**config.mk**
```make
export PLATFORM = sky130hd
export DESIGN_NAME = adler32_calc
export DESIGN_NICKNAME = d
export VERILOG_FILES = /design/src/rtl/adler32_calc_pkg.sv /design/src/rtl/adler32_mod_add.sv /design/src/rtl/adler32_calc.sv
export SDC_FILE = /design/constraint.sdc
export NUM_CORES = 1
export LEC_CHECK = 0
export CAP_MARGIN = 30
export CORE_MARGIN = 3
export CORE_UTILIZATION = 30
export CTS_CLUSTER_SIZE = 10
export DETAILED_ROUTE_END_ITERATION = 8
export PLACE_DENSITY = 0.5
export REMOVE_ABC_BUFFERS = 1
export SLEW_MARGIN = 20
export SYNTH_ARGS = -nofsm -noshare
export SYNTH_HDL_FRONTEND = slang
export SYNTH_HIERARCHICAL = 1
export SYNTH_SLANG_ARGS = --single-unit
```
**constraint.sdc**
```tcl
create_clock -name clk -period 12.99 [get_ports clk]
set_input_delay 2.598 -clock clk [delete_from_list [all_inputs] [get_ports clk]]
set_output_delay 2.598 -clock clk [all_outputs]
set_load 0.02 [all_outputs]
```
**src/rtl/adler32_calc_pkg.sv**
```systemverilog
// adler32_calc_pkg: shared FSM encoding and Adler-32 constants
package adler32_calc_pkg;
  typedef enum logic [1:0] {IDLE, RUN, DONE} state_e;
  localparam logic [15:0] ADLER_MOD_BASE = 16'd65521;
  localparam logic [31:0] ADLER_INIT = 32'h0000_0001;
endpackage

```
**src/rtl/adler32_mod_add.sv**
```systemverilog
// adler32_mod_add: (a_i + b_i) mod ADLER_MOD_BASE for operands already below 2*ADLER_MOD_BASE
//   a_i   in  16  running sum, always < ADLER_MOD_BASE
//   b_i   in  16  addend (zero-extended byte or updated s1)
//   sum_o out 16  reduced sum
module adler32_mod_add
  import adler32_calc_pkg::*;
(
  input  logic [15:0] a_i,
  input  logic [15:0] b_i,
  output logic [15:0] sum_o
);
  logic [16:0] t;
  assign t = {1'b0, a_i} + {1'b0, b_i};
  // Both operands are below the modulus, so a single subtract fully reduces t.
  assign sum_o = t >= {1'b0, ADLER_MOD_BASE} ? 16'(t - {1'b0, ADLER_MOD_BASE}) : t[15:0];
endmodule

```
**src/rtl/adler32_calc.sv**
```systemverilog
// adler32_calc: Adler-32 checksum engine, one byte per cycle, done pulse one cycle after the last byte
//   clk     in  1   clock
//   rstn    in  1   asynchronous reset, active-high
//   start_i in  1   begin a new checksum (re-initialises sums, aborts a running one)
//   val_i   in  1   dat_i valid
//   dat_i   in  8   input byte
//   lst_i   in  1   with val_i: last byte of the stream
//   busy_o  out 1   high while in RUN
//   done_o  out 1   one-cycle pulse, dat_o final
//   dat_o   out 32  {s2, s1}, held until next start_i
//   cnt_o   out 32  accepted byte count (only when ADLER32_CNT_EN is defined)
module adler32_calc
  import adler32_calc_pkg::*;
(
  input  logic        clk,
  input  logic        rstn,
  input  logic        start_i,
  input  logic        val_i,
  input  logic [7:0]  dat_i,
  input  logic        lst_i,
  output logic        busy_o,
  output logic        done_o,
`ifdef ADLER32_CNT_EN
  output logic [31:0] cnt_o,
`endif
  output logic [31:0] dat_o
);
  state_e state_q;
  logic [15:0] s1_q, s2_q, s1_d, s2_d;
  logic busy_q, done_q, acc;
  // start_i wins over a byte presented in the same cycle.
  assign acc = state_q == RUN && val_i && !start_i;
  adler32_mod_add u_s1 (.a_i(s1_q), .b_i({8'h00, dat_i}), .sum_o(s1_d));
  adler32_mod_add u_s2 (.a_i(s2_q), .b_i(s1_d), .sum_o(s2_d));
  always_ff @(posedge clk or posedge rstn)
    if (rstn) begin
      state_q <= IDLE;
      s1_q <= ADLER_INIT[15:0];
      s2_q <= ADLER_INIT[31:16];
      busy_q <= 1'b0;
      done_q <= 1'b0;
    end else if (start_i) begin
      state_q <= RUN;
      s1_q <= ADLER_INIT[15:0];
      s2_q <= ADLER_INIT[31:16];
      busy_q <= 1'b1;
      done_q <= 1'b0;
    end else if (acc) begin
      s1_q <= s1_d;
      s2_q <= s2_d;
      if (lst_i) begin
        state_q <= DONE;
        busy_q <= 1'b0;
        done_q <= 1'b1;
      end
    end else if (state_q == DONE) begin
      state_q <= IDLE;
      done_q <= 1'b0;
    end
  assign busy_o = busy_q;
  assign done_o = done_q;
  assign dat_o = {s2_q, s1_q};
`ifdef ADLER32_CNT_EN
  logic [31:0] cnt_q;
  always_ff @(posedge clk or posedge rstn)
    if (rstn) cnt_q <= '0;
    else if (start_i) cnt_q <= '0;
    else if (acc) cnt_q <= cnt_q + 32'd1;
  assign cnt_o = cnt_q;
`endif
endmodule

```
# Yosys cells after proc, flatten, opt, wreduce, memory -nomap -nowiden
# Index checks and enable logic that the tools add are counted.
# classes
n_addsub,4
magnitude_cmp,2
eq_ne,3
mux,17
n_reduce_logical,8
# ops
operator,n
16-bit 2-to-1 mux,6
17-bit by 16-bit greater-or-equal comparator with 1-bit output (second input constant),2
16-bit subtractor (second input constant),2
16-bit by 16-bit adder with 17-bit output,1
16-bit by 8-bit adder with 17-bit output,1
2-bit 2-to-1 mux,4
1-bit 2-to-1 mux,7
2-bit AND reduction,2
2-bit nonzero test,2
3-bit != test (second input constant),1
3-bit nonzero test,1
2-bit by 1-bit equality test with 1-bit output (second input constant),1
2-bit equality test (second input constant),1
1-bit logical AND,2
1-bit logical NOT,1
# totals
regBits,36
out_inout_bits,34

# Longest topological paths before layout
# depth
ltp_word,8
depth_mapped,24
ltp_nobuf,21

# Modules after synthesis
# The synthesis kept the hierarchy.
# by_module_without_submodules
module,n_inst,cells_per_inst,area_each_um2,seq_area_each_um2
adler32_mod_add,2,183,1423.9,0.0
adler32_calc,1,152,1762.9,877.1

# Worst setup path after synthesis
# OpenSTA, ideal clock, no wires.
# synth_path
path_kind,input port to flip-flop
from,input port dat_i[0]
to,register s2_q[1]
setup_time_ns,0.123
t_arrival_ns,7.480
path_slack_ns,5.388
stages,21
n_path_buf,2
path_cell_list,ha_1 -> fa_1 -> a211oi_2 -> o211ai_2 -> a2111oi_4 -> o21bai_1 -> a21o_1 -> a41oi_4 -> buf_6 -> mux2_4 -> fa_1 -> a211oi_2 -> o211ai_2 -> a2111oi_4 -> o21bai_1 -> a21o_1 -> a41oi_4 -> buf_6 -> mux2_4 -> nand2b_1 -> mux2i_1
# synth_via
elab_chain_cells,8
word_cells_on_any_way,10
classes_between,add/sub (4); order compare (2); mux (4)
# synth_rtl
item,line_no,text
"start, declared",adler32_calc.sv:19,"input logic [7:0] dat_i,"
16-bit by 8-bit adder with 17-bit output *,adler32_mod_add.sv:13,"assign t = {1'b0, a_i} + {1'b0, b_i};"
16-bit subtractor / 17-bit by 16-bit greater-or-equal comparator with 1-bit output (equally long branches),adler32_mod_add.sv:15,"assign sum_o = t >= {1'b0, ADLER_MOD_BASE} ? 16'(t - {1'b0, ADLER_MOD_BASE}) : t[15:0];"
16-bit 2-to-1 mux *,adler32_mod_add.sv:15,
via s1_d[1],adler32_calc.sv:29,"logic [15:0] s1_q, s2_q, s1_d, s2_d;"
16-bit by 16-bit adder with 17-bit output *,adler32_mod_add.sv:13,
16-bit subtractor / 17-bit by 16-bit greater-or-equal comparator with 1-bit output (equally long branches),adler32_mod_add.sv:15,
16-bit 2-to-1 mux *,adler32_mod_add.sv:15,
via s2_d[1],adler32_calc.sv:29,
16-bit 2-to-1 mux *,adler32_calc.sv:48,end else if (acc) begin
16-bit 2-to-1 mux *,adler32_calc.sv:42,end else if (start_i) begin
"end signal, assigned",adler32_calc.sv:39,s2_q <= ADLER_INIT[31:16];
"end signal, assigned",adler32_calc.sv:45,s2_q <= ADLER_INIT[31:16];
"end, declared",adler32_calc.sv:29,
# The timed path passes the listed nets; every way through them passes the cells marked *. The select of a mux whose other input is x is not followed.
# A chain may end at the register's enable or synchronous reset.

# Worst setup path after layout
# layout_path
from,input port dat_i[0]
to,register s2_q[2]
# Same word-level chain as after synthesis.

==> metrics.cfg <==
[status]
outcome=complete, no violations

[layout]
layout-drive-gt1-share_pct=11.6
nFillCells=1514
final_cell_mix=66 x nand2b_1, 45 x clkdlybuf4s50_1, 43 x nor2_1
area_growth_pct=17.7
diodes=0
multi_input_area_um2=3560
mostFrequentLayoutCell=nand2b_1
register_area_um2=877
nets=617

[clock_network]
clock_sinks=35
cts_root_buf=clkbuf_16
tritoncts=done
cts_setup_buffers=0
htree_levels=2
cts_resized=0
clk_pin_slew_worst_paths_ns=0.06
clock_path_buffers=2
hold_buffers=0
cts_buffers=5
insertion_delay_ns=0.29

[power_and_ir_drop]
seq_power_share_pct=12.7
p_switching_mw=0.706
p_comb_share_pct=75.1
pwr-share-clk_pct=12.2
p_int_mw=0.653
p_leak_nw=2.31
power_mw=1.36
p_sw_share_pct=52.0
irDropWorstVdd_uv=106
powerDensity_nw_per_um2=250

[global_route]
grt_util_all_layers_pct=15.0
grt_use_met3_pct=2.17
grt_start_max_net_pins=69
grt_util_met1_pct=20.1
grt_antenna_before_repair=0
use_met2_pct=25.2
busiest_layer=met2
grt-ovfl-total=0
grt_pass1_vias=3878
grt_first_pass_wirelength_um=20100

[route]
wl_per_cell_um=16.2
viasPerCell=5.15
totalWireLength_um=12200
dr.pass1.iters=4
drcViolationCount=0
ant_nets=0
vias=3870
drtIter0Drc=287

[timing]
worstMarginPinSlew_ns=0.532
finalHoldViolations=0
rsz0062_at_grt=false
final_max_slew_viol_count=0
max_freq_ghz=0.118
finalCritPeriodShare_pct=65.5
finalSetupViolations=0
setup_tns_ns=0
slew_headroom_pct=64.4
period_needed_ns=8.51
finalClockSkew_ns=0.00719

[critical_path]
reg2reg_to=s2_q[2]
cp-end-kind=register
rr_startpoint=s1_q[0]
cpPeakStageDelay_ns=0.47
cp_num_cells=22
cp_slowest_cell=a41oi_4
cp.buffers_inverters=1
worst-setup-path-type=input pin to register
worst_ep_required_time_ns=13.21
worst_path_dominant_cell_family=compound AO/OA/AOI/OAI gates
worstPathCellList=clkdlybuf4s50_1 > ha_1 > fa_1 > a211oi_2 > o211ai_2 > a2111oi_4 > o21bai_1 > a21o_1 > a41oi_4 > and2b_1 > xnor2_1 > ha_1 > a211oi_2 > o211ai_2 > a2111oi_4 > o21bai_1 > a21o_1 > a41oi_4 > and2b_1 > xnor2_1 > nand2b_1 > mux2i_1
crit_path_start_kind=input pin
ff2ff_path_depth=21
ff2ff_setup_slack_ns=6.81
critical_path_arrival_ns=8.73
critPathMaxFanout=12

[yosys]
synthArstFlopShare_pct=100
yosysSeqAreaShare_pct=19.0
synth-edff-count=0
ys.flop_type=dfrtp_1
avgSynthCellArea_um2=8.90
netlist_area_um2=4610
synth-seq-cells=35
netlist_instances=518
yosysWarnings=6
yosysUniqueCellTypes=62

[run]
drv_cap=0

[floorplan]
die_h_um=130
core.rowCount=44
core_area_um2=14800
initial_core_util_pct=31.1
die_x_um=130
dieArea_um2=16900
io_pins=47

[hold_path]
hold_path_startpoint=state_q[0]
hp-class=register to register
whs_path_depth=1
hold_end=state_q[0]

[placement]
hpwl_um=9410
routabilityCongestion=0.870
port_buffers=46

## flip-flops by register name, indices dropped and copies added (netlist names)
register and cells:
busy_o 1, s2_q 16, done_o 1, state_q 1, s1_q 16
## power groups by stage
stage / clock network, mW / logic, mW / registers, mW
detailed placement: 0 / 1.01 / 0.176
finish: 0.165 / 1.02 / 0.173
global route: 0.175 / 1.12 / 0.178
floorplan: 0 / 0.737 / 0.201
CTS: 0.172 / 1.02 / 0.174
global placement: 0 / 1.00 / 0.176
## cell type report
cell class / instances / share of cell area [%]
clock buffer: 5 / 2.31
clock inverter: 3 / 1.25
inverter: 16 / 1.11
multi-input combinational: 459 / 65.5
sequential: 35 / 16.2
tap: 184 / 4.24
timing repair buffer: 49 / 9.41
## worst max path at each step
stage                         from  endpoint  slack (ns)
after detailed placement  dat_i[0]   s2_q[2]        4.20
after global placement    dat_i[0]   s2_q[2]        4.33
after global routing      dat_i[0]   s2_q[6]        4.10
after CTS                 dat_i[0]   s2_q[2]        4.50
after floorplan           dat_i[0]   s2_q[2]        5.17
final                     dat_i[0]   s2_q[2]        4.48
## cells by family (layout without fill, tap and decap cells)
group           after synthesis  after routing  synth area share (%)
xor+xnor                     40             40                  8.25
mux                          38             38                  8.52
compound gates              119            119                  22.1
fa+ha+maj                    38             38                  10.6
simple gates                216            216                  26.9
buf+inv                      31             73                  4.45
flops                        35             35                  19.0
other cells                   1              8                0.0813
## cell usage after synthesis, types with 3 or more instances
cell | n | area share [%]
a211oi_1 | 4 | 0.65
a211oi_2 | 10 | 2.7
a21o_1 | 11 | 1.8
a21oi_1 | 23 | 2.5
a21oi_2 | 4 | 0.76
a31oi_1 | 3 | 0.41
and2_1 | 8 | 1.1
and3_1 | 4 | 0.54
buf_12 | 3 | 1.3
buf_6 | 5 | 1.2
clkbuf_1 | 5 | 0.41
dfrtp_1 | 34 | 18
ha_1 | 36 | 9.8
inv_1 | 16 | 1.3
mux2i_1 | 34 | 7.4
nand2_1 | 42 | 3.4
nand2b_1 | 66 | 9.0
nand3_1 | 12 | 1.3
nor2_1 | 43 | 3.5
nor3_1 | 12 | 1.3
nor3_2 | 6 | 1.3
nor3b_1 | 3 | 0.49
o2111a_1 | 4 | 0.98
o211ai_1 | 4 | 0.65
o211ai_2 | 4 | 1.1
o21a_1 | 4 | 0.65
o21ai_0 | 14 | 1.5
o21ai_1 | 8 | 0.87
xnor2_1 | 14 | 2.7
xor2_1 | 22 | 4.2
## through the flow
step           hold WS [ns]  instances  area, um2  util [%]  setup slack [ns]
3_5_place_dp          0.499        742       5210      35.2              4.20
4_1_cts               0.514        750       5400      36.5              4.50
5_1_grt               0.529        751       5430      36.6              4.10
3_3_place_gp          0.470        741       5190      35.0              4.33
2_1_floorplan         0.456        510       4490         -              5.17
6_report              0.514        751       5430      36.6              4.48
## metal layers
| layer | part of all wire, % | wire length, um |
|---|---|---|
| met5 | 0 | 0 |
| met4 | 1.1 | 134 |
| met3 | 2.1 | 256 |
| met2 | 49 | 5920 |
| met1 | 48 | 5880 |
(Power assumes the default switching activity.)
